## src/rtl/enc_onehot_rr_arbiter.sv

```systemverilog
// Round-robin arbiter for up to 15 requesters. The grant is registered as a
// one-hot vector with a matching binary index. Each grant is capped at
// MAX_HOLD cycles and is always followed by a one-cycle turnaround gap.
//
// state    | meaning
// ---------+-----------------------------------------------------------
// ST_IDLE  | no grant; arbitrates when en_i=1 and any request is set
// ST_GRANT | one requester owns the resource; hold counter running
// ST_GAP   | one-cycle turnaround after a release; requests ignored

module enc_onehot_rr_arbiter #(
   parameter int N        = 15,
   parameter int IDX_W    = 4,
   parameter int MAX_HOLD = 8
) (
   input  logic             clk_i,
   input  logic             rst_i,
   input  logic             en_i,
   input  logic [N-1:0]     req_i,
   output logic [N-1:0]     gnt_o,
   output logic [IDX_W-1:0] gnt_idx_o,
   output logic             gnt_valid_o,
   output logic             timeout_o
);

   localparam int                HOLD_W     = $clog2(MAX_HOLD + 1);
   localparam logic [HOLD_W-1:0] HOLD_LIMIT = HOLD_W'(MAX_HOLD);
   localparam logic [HOLD_W-1:0] HOLD_ONE   = HOLD_W'(1);
   localparam logic [IDX_W-1:0]  LAST_IDX   = IDX_W'(N - 1);
   localparam logic [IDX_W-1:0]  IDX_ONE    = IDX_W'(1);

   typedef enum logic [1:0] {
      ST_IDLE  = 2'd0,
      ST_GRANT = 2'd1,
      ST_GAP   = 2'd2
   } state_t;

   state_t            state_q,   state_d;
   logic [IDX_W-1:0]  ptr_q,     ptr_d;
   logic [HOLD_W-1:0] hold_q,    hold_d;
   logic [N-1:0]      gnt_q,     gnt_d;
   logic [IDX_W-1:0]  gnt_idx_q, gnt_idx_d;
   logic              timeout_q, timeout_d;

   // Arbitration helpers
   logic [N-1:0]      req_hi;
   logic              hi_any;
   logic [IDX_W-1:0]  hi_idx;
   logic              lo_any;
   logic [IDX_W-1:0]  lo_idx;
   logic              sel_any;
   logic [IDX_W-1:0]  sel_idx;
   logic [N-1:0]      sel_onehot;

   // Release-path helpers
   logic              owner_req;
   logic              hold_expired;
   logic [IDX_W-1:0]  ptr_after_release;

   // Rotating-priority pick: requests at or above ptr win first; if none,
   // wrap to the lowest set request below ptr.
   always_comb begin
      req_hi = '0;
      for (int i = 0; i < N; i++) begin
         req_hi[i] = req_i[i] & (IDX_W'(i) >= ptr_q);
      end
   end

   // Lowest set bit of the masked (at/above ptr) request vector.
   always_comb begin
      hi_any = 1'b0;
      hi_idx = '0;
      for (int i = N - 1; i >= 0; i--) begin
         if (req_hi[i]) begin
            hi_any = 1'b1;
            hi_idx = IDX_W'(i);
         end
      end
   end

   // Lowest set bit of the raw request vector, used when the search wraps.
   always_comb begin
      lo_any = 1'b0;
      lo_idx = '0;
      for (int i = N - 1; i >= 0; i--) begin
         if (req_i[i]) begin
            lo_any = 1'b1;
            lo_idx = IDX_W'(i);
         end
      end
   end

   // Final selection and its one-hot form.
   always_comb begin
      sel_any    = hi_any | lo_any;
      sel_idx    = hi_any ? hi_idx : lo_idx;
      sel_onehot = '0;
      for (int i = 0; i < N; i++) begin
         sel_onehot[i] = sel_any && (IDX_W'(i) == sel_idx);
      end
   end

   // The owner's request is read through the one-hot grant, which avoids an
   // out-of-range index when IDX_W can address more than N bits.
   always_comb begin
      owner_req         = |(req_i & gnt_q);
      hold_expired      = (hold_q == HOLD_LIMIT);
      ptr_after_release = (gnt_idx_q == LAST_IDX) ? '0 : (gnt_idx_q + IDX_ONE);
   end

   // Next-state and next-output logic.
   always_comb begin
      state_d   = state_q;
      ptr_d     = ptr_q;
      hold_d    = hold_q;
      gnt_d     = gnt_q;
      gnt_idx_d = gnt_idx_q;
      timeout_d = 1'b0;

      unique case (state_q)
         ST_IDLE: begin
            gnt_d     = '0;
            gnt_idx_d = '0;
            hold_d    = '0;
            if (en_i && sel_any) begin
               state_d   = ST_GRANT;
               gnt_d     = sel_onehot;
               gnt_idx_d = sel_idx;
               hold_d    = HOLD_ONE;
            end
         end

         ST_GRANT: begin
            if (!owner_req || hold_expired) begin
               // A request drop takes precedence over expiry, so a
               // simultaneous drop and expiry is a plain release.
               state_d   = ST_GAP;
               gnt_d     = '0;
               gnt_idx_d = '0;
               hold_d    = '0;
               ptr_d     = ptr_after_release;
               timeout_d = owner_req;
            end else begin
               hold_d = hold_q + HOLD_ONE;
            end
         end

         ST_GAP: begin
            state_d   = ST_IDLE;
            gnt_d     = '0;
            gnt_idx_d = '0;
            hold_d    = '0;
         end

         default: begin
            state_d   = ST_IDLE;
            gnt_d     = '0;
            gnt_idx_d = '0;
            hold_d    = '0;
         end
      endcase
   end

   // State, pointer, counter and output registers with synchronous reset.
   always_ff @(posedge clk_i) begin
      if (rst_i) begin
         state_q   <= ST_IDLE;
         ptr_q     <= '0;
         hold_q    <= '0;
         gnt_q     <= '0;
         gnt_idx_q <= '0;
         timeout_q <= 1'b0;
      end else begin
         state_q   <= state_d;
         ptr_q     <= ptr_d;
         hold_q    <= hold_d;
         gnt_q     <= gnt_d;
         gnt_idx_q <= gnt_idx_d;
         timeout_q <= timeout_d;
      end
   end

   assign gnt_o       = gnt_q;
   assign gnt_idx_o   = gnt_idx_q;
   assign gnt_valid_o = |gnt_q;
   assign timeout_o   = timeout_q;

   a_gnt_onehot0 : assert property (@(posedge clk_i) disable iff (rst_i)
      $onehot0(gnt_q));

   a_hold_bound : assert property (@(posedge clk_i) disable iff (rst_i)
      hold_q <= HOLD_LIMIT);

endmodule

```

## config.mk

```make
export PLATFORM = sky130hd
export DESIGN_NAME = enc_onehot_rr_arbiter
export DESIGN_NICKNAME = d
export VERILOG_FILES = /design/src/rtl/enc_onehot_rr_arbiter.sv
export SDC_FILE = /design/constraint.sdc
export NUM_CORES = 1
export LEC_CHECK = 0
export ABC_AREA = 0
export BUFFER_PORTS_ARGS = -buffer_cell sky130_fd_sc_hd__buf_2
export CORE_UTILIZATION = 25
export DETAILED_ROUTE_END_ITERATION = 7
export PLACE_DENSITY = 0.54
export SYNTH_ARGS = -nofsm -noshare
export SYNTH_HDL_FRONTEND = slang
export SYNTH_SLANG_ARGS = --single-unit
```

## constraint.sdc

```tcl
create_clock -name clk_i -period 3.63 [get_ports clk_i]
set_input_delay 0.1815 -clock clk_i [delete_from_list [all_inputs] [get_ports clk_i]]
set_output_delay 0.1815 -clock clk_i [all_outputs]
set_load 0.01 [all_outputs]
```

# Word level (Yosys, flattened, before mapping)
# Cells that the tools add are included.
# Widths: inputs -> output; s select.
# word_totals
ff_bits	30
wordCells	160
input_bits	18
out_inout_bits	21
# classes
mux	74
bitwise	19
n_addsub	2
eq_ne	19
reduce_logical	25
order_cmp	15
# op_table
operator	count
$mux 4	35
$mux 1	31
$mux 15	2
$pmux 15 s2	1
$reduce_or 15->1	2
$eq 4x4->1 const A	7
$ge 4x4->1 const A	7
$eq 3x4->1 const A	4
$ge 3x4->1 const A	4
$logic_and 1x1->1	16
$pmux 4 s2	2
$and 1x1->1	15
$and 15x15->15	1
$add 4x1->4 const B	2
$eq 2x4->1 const A	2
$eq 4x4->1 const B	2
$ge 1x4->1 const A	2
$ge 2x4->1 const A	2
$eq 1x4->1 const A	1
$logic_not 4->1	1
$mux 2	2
$ne 2x2->1 const B	2
$pmux 2 s2	1
$reduce_and 2->1	2
other kinds (7)	8

# Depth between registers and ports, before layout
# depth
depth_word	22
mapped_depth	8
ltp_nobuf	7

# Least setup slack after synthesis
# Ideal clock, no wire load.
# synth_timing
path_type	reg2reg
from	register ptr_q[1]
to	register gnt_q[11] (netlist: gnt_o[11])
stages_incl_launch_ff	8
setup_ps	139
t_arrival_ps	1791
n_path_buf	1
path_slack_ps	1699
required_time_ps	3491
synth_period_minus_slack_ps	1931
cell_sequence	dfxtp_1 buf_2 inv_1 a21oi_1 o41a_1 and2_1 a32oi_1 o31ai_1
# synth_between
elab_chain_len	22
elab_cells_between_ends	67
classes_between	order compare: 15; eq/ne: 1; mux: 33; bitwise: 16; reduce/logical: 2
# synth_lines
element	line	source
from (decl)	39	logic [IDX_W-1:0] ptr_q, ptr_d;
from (signal assigned)	175	ptr_q <= ptr_d;
$ge 4x4->1	65	req_hi[i] = req_i[i] & (IDX_W'(i) >= ptr_q);
$and 1x1->1	65	
$mux 1 or $mux 4 (tied branches) (15 in a row)	74	if (req_hi[i]) begin
$mux 4	96	sel_idx = hi_any ? hi_idx : lo_idx;
$eq 4x4->1	99	sel_onehot[i] = sel_any && (IDX_W'(i) == sel_idx);
$logic_and 1x1->1	99	
$mux 15 (*)	125	if (en_i && sel_any) begin
$pmux 15 s2 (*)	120	unique case (state_q)
to (signal assigned)	177	gnt_q <= gnt_d;
to (decl)	41	logic [N-1:0] gnt_q, gnt_d;
# Mark *: on every way between the ends. The rest lies on a longest branch, timed or not.
# A chain may end at the register's enable or synchronous reset.

# Worst setup path after layout
# layout_timing
from	register ptr_q[3]
to	register gnt_q[14] (netlist: gnt_o[14])
# Same word-level chain as after synthesis.

==> run metrics <==
Hold Crit Start=rst_i; area delta synth->final=18.0%; Cell Rows=31; Max IR drop VDD=0.000182 V; synth unique cells=56; hold endpoint=ptr_q[1]; PortBufs=38; R2R Path End=gnt_o[14]; nets@finish=297; Setup TNS Final=0 ns; Worst Path Required=3.77 ns; TritonCTS Buffers=5; FF-to-FF path depth=6; number of synthesized flops with an enable pin=0; clk buf depth=2; ys async rst share=0; Post-CTS Repair Setup Buffers=0; Met2 Wirelength=2820 um; final wirelength=6300 um; Synth area leaders=dfxtp_1 32%, nand2_1 6.5%, o31ai_1 6.3%, o21ai_0 3.9%, a21oi_1 3.2%; Die Ht=89.3 um; Max Freq=0.372 GHz; minimum hold slack=0.198 ns; Power Density=338 nW/um2; share of cells above drive strength 1=0.188; CTS clock-pin slew for the worst setup and hold paths=0.08 ns; Avg WL per Cell=16.8 um; Final Max Tran Viols=0; antenna cell count=0; leading area contributor after synthesis=dfxtp_1; CP Class=reg2reg; mapped cell area=1900 um2; crit end category=flop; maxcap violations=0; worst-margin pin slew=0.814 ns; sequential share of the synthesized area=0.315; status=finished clean; GRT Total Usage=0.175; drt first pass iters=4; Rel. slew slack=0.458; largest net degree at the start of global routing=24; core area=7290 um2; worst path cell trace=inv_1, o31ai_1, o221ai_1, o2111a_1, nor2_1, o21ai_0; Post-synth top cells=33 x nand2_1, 30 x dfxtp_1, 16 x o31ai_1; Yosys top cell area share=0.315; vias in the first global route=1927; Setup Viol. Count Final=0; Die X=89.3 um; Synth Register Bits=30; syn nets=265; Iter 0 DRT Violations=232; Via Count=2087; DR top layer=met4; RSZ-0062 raised after global routing=no; Syn. warnings=0; GPL Wtd Cong=0.928; Cells on Worst Hold Path=2; drt via density=5.57; Skew-Pair Late Insertion Delay=0.29 ns; WP data arrival=2.83 ns; CP Launch Type=flop; Sink Count=30; Period minus WS final=2.69 ns; share of the clock period used by the worst path=0.741; quantity of hold-fixing buffers added after cts=0; Slowest-stage cell, CP=dfxtp_1; Cells after Synth=245; Ports=39; WL met3=519 um; worst min path class=in2reg; flop-to-flop setup slack=0.94 ns; Syn Area/Cell=7.77 um2; Post-route DRC=0; final count of hold timing violations=0; clk_skew=0.0188 ns; CP max stage delay=0.78 ns; CP Max Fanout=23; DIE AREA=7970 um2; cell with the most instances after synthesis=nand2_1; static leakage=0.000842 uW; global-route wire length before repair=10400 um; Antenna Violating Nets Remaining=0; root buf cell=clkbuf_8; CTS tree=built; DRT met1 WL=2810 um; antenna violations before repair=0; grt ovf=0; dpl hpwl=4570 um; H-tree depth=2; Initial Util=0.261; cts repair resizes=0; FF-to-FF Start=ptr_q[3]; Most used DFF post-synth=dfxtp_1
registers in the layout, summed over array words and instances (netlist names):
register	flops
timeout_o	1
gnt_o	15
gnt_idx_o	4
state_q	2
ptr_q	4
hold_q	4
metal layers:
metal  GRT usage  up-vias
met5           0        -
met4      0.0678        0
met3      0.0443       16
met2       0.269       88
met1       0.234      983
li1            -     1000
area by class of cell:
| class | count | area [um2] |
|---|---|---|
| Clock buffer | 6 | 82.6 |
| Fill cell | 811 | 5040 |
| Inverter | 9 | 33.8 |
| Multi-Input combinational cell | 192 | 1210 |
| Sequential cell | 30 | 601 |
| Tap cell | 99 | 124 |
| Timing Repair Buffer | 39 | 198 |
cells by family (layout without fill, tap and decap cells):
kind of cell / after synthesis / count (layout) / share of synthesized area
AO/OA/AOI/OAI: 86 / 86 / 0.328
XOR/XNOR: 2 / 2 / 0.00920
flip-flops: 30 / 30 / 0.315
multiplexers: 4 / 4 / 0.0217
adder cells (fa/ha/maj): 2 / 2 / 0.0131
AND/OR/NAND/NOR: 98 / 98 / 0.260
buffers and inverters: 23 / 54 / 0.0526
critical path, delay by kind of cell (launching register included):
family          cells  cell delay [ns]
simple gates        1             0.46
buf+inv             1             0.19
flops               1             0.78
compound gates      4             1.12
how the worst max path moves through the flow:
stage          startpoint         to  cells after the start
2_1_floorplan    ptr_q[1]  gnt_o[11]                      7
3_3_place_gp     ptr_q[3]   gnt_o[3]                      6
3_5_place_dp     ptr_q[3]  gnt_o[10]                      6
4_1_cts          ptr_q[3]  gnt_o[14]                      6
5_1_grt          ptr_q[3]  gnt_o[14]                      6
6_report         ptr_q[3]  gnt_o[14]                      6
cell usage in the layout (no fill, tap or decap), types with 2 or more instances in the layout:
cell and instances:
o221ai_1 3, a32o_1 2, inv_1 9, o211ai_1 2, buf_2 38, or3_1 2, nor2_1 13, o31ai_1 16
nand2b_1 6, o21a_1 3, nand2_1 33, and2_1 2, nor3_1 6, nand4_1 2, nor4_1 9, nor2b_1 4
a32oi_1 3, a2bb2oi_1 2, a31oi_1 3, mux2i_1 3, dfxtp_1 30, a22oi_1 6, or2_2 3, o21ai_0 15
ha_1 2, clkbuf_8 6, a211oi_1 3, or4_1 2, nand4b_1 3, nand3_1 8, a21oi_1 12
report_power, final:
part	internal, uW	leakage (uW)	switching (uW)
combinational	47.1	0.000556	85.8
clock	146	0.0000431	128
sequential	338	0.000243	14.4
total	531	0.000842	228
per-stage QoR:
step	utilization	total power (uW)	instance area, um2	instances	setup slack (ns)
3_5_place_dp	0.297	490	2160	369	1.03
4_1_cts	0.308	762	2250	375	0.998
3_3_place_gp	0.297	491	2160	369	1.02
6_report	0.308	759	2250	375	0.939
5_1_grt	0.308	799	2250	375	0.712
2_1_floorplan	-	441	1900	245	1.70
Note: power is estimated with default switching activity, not from simulation.
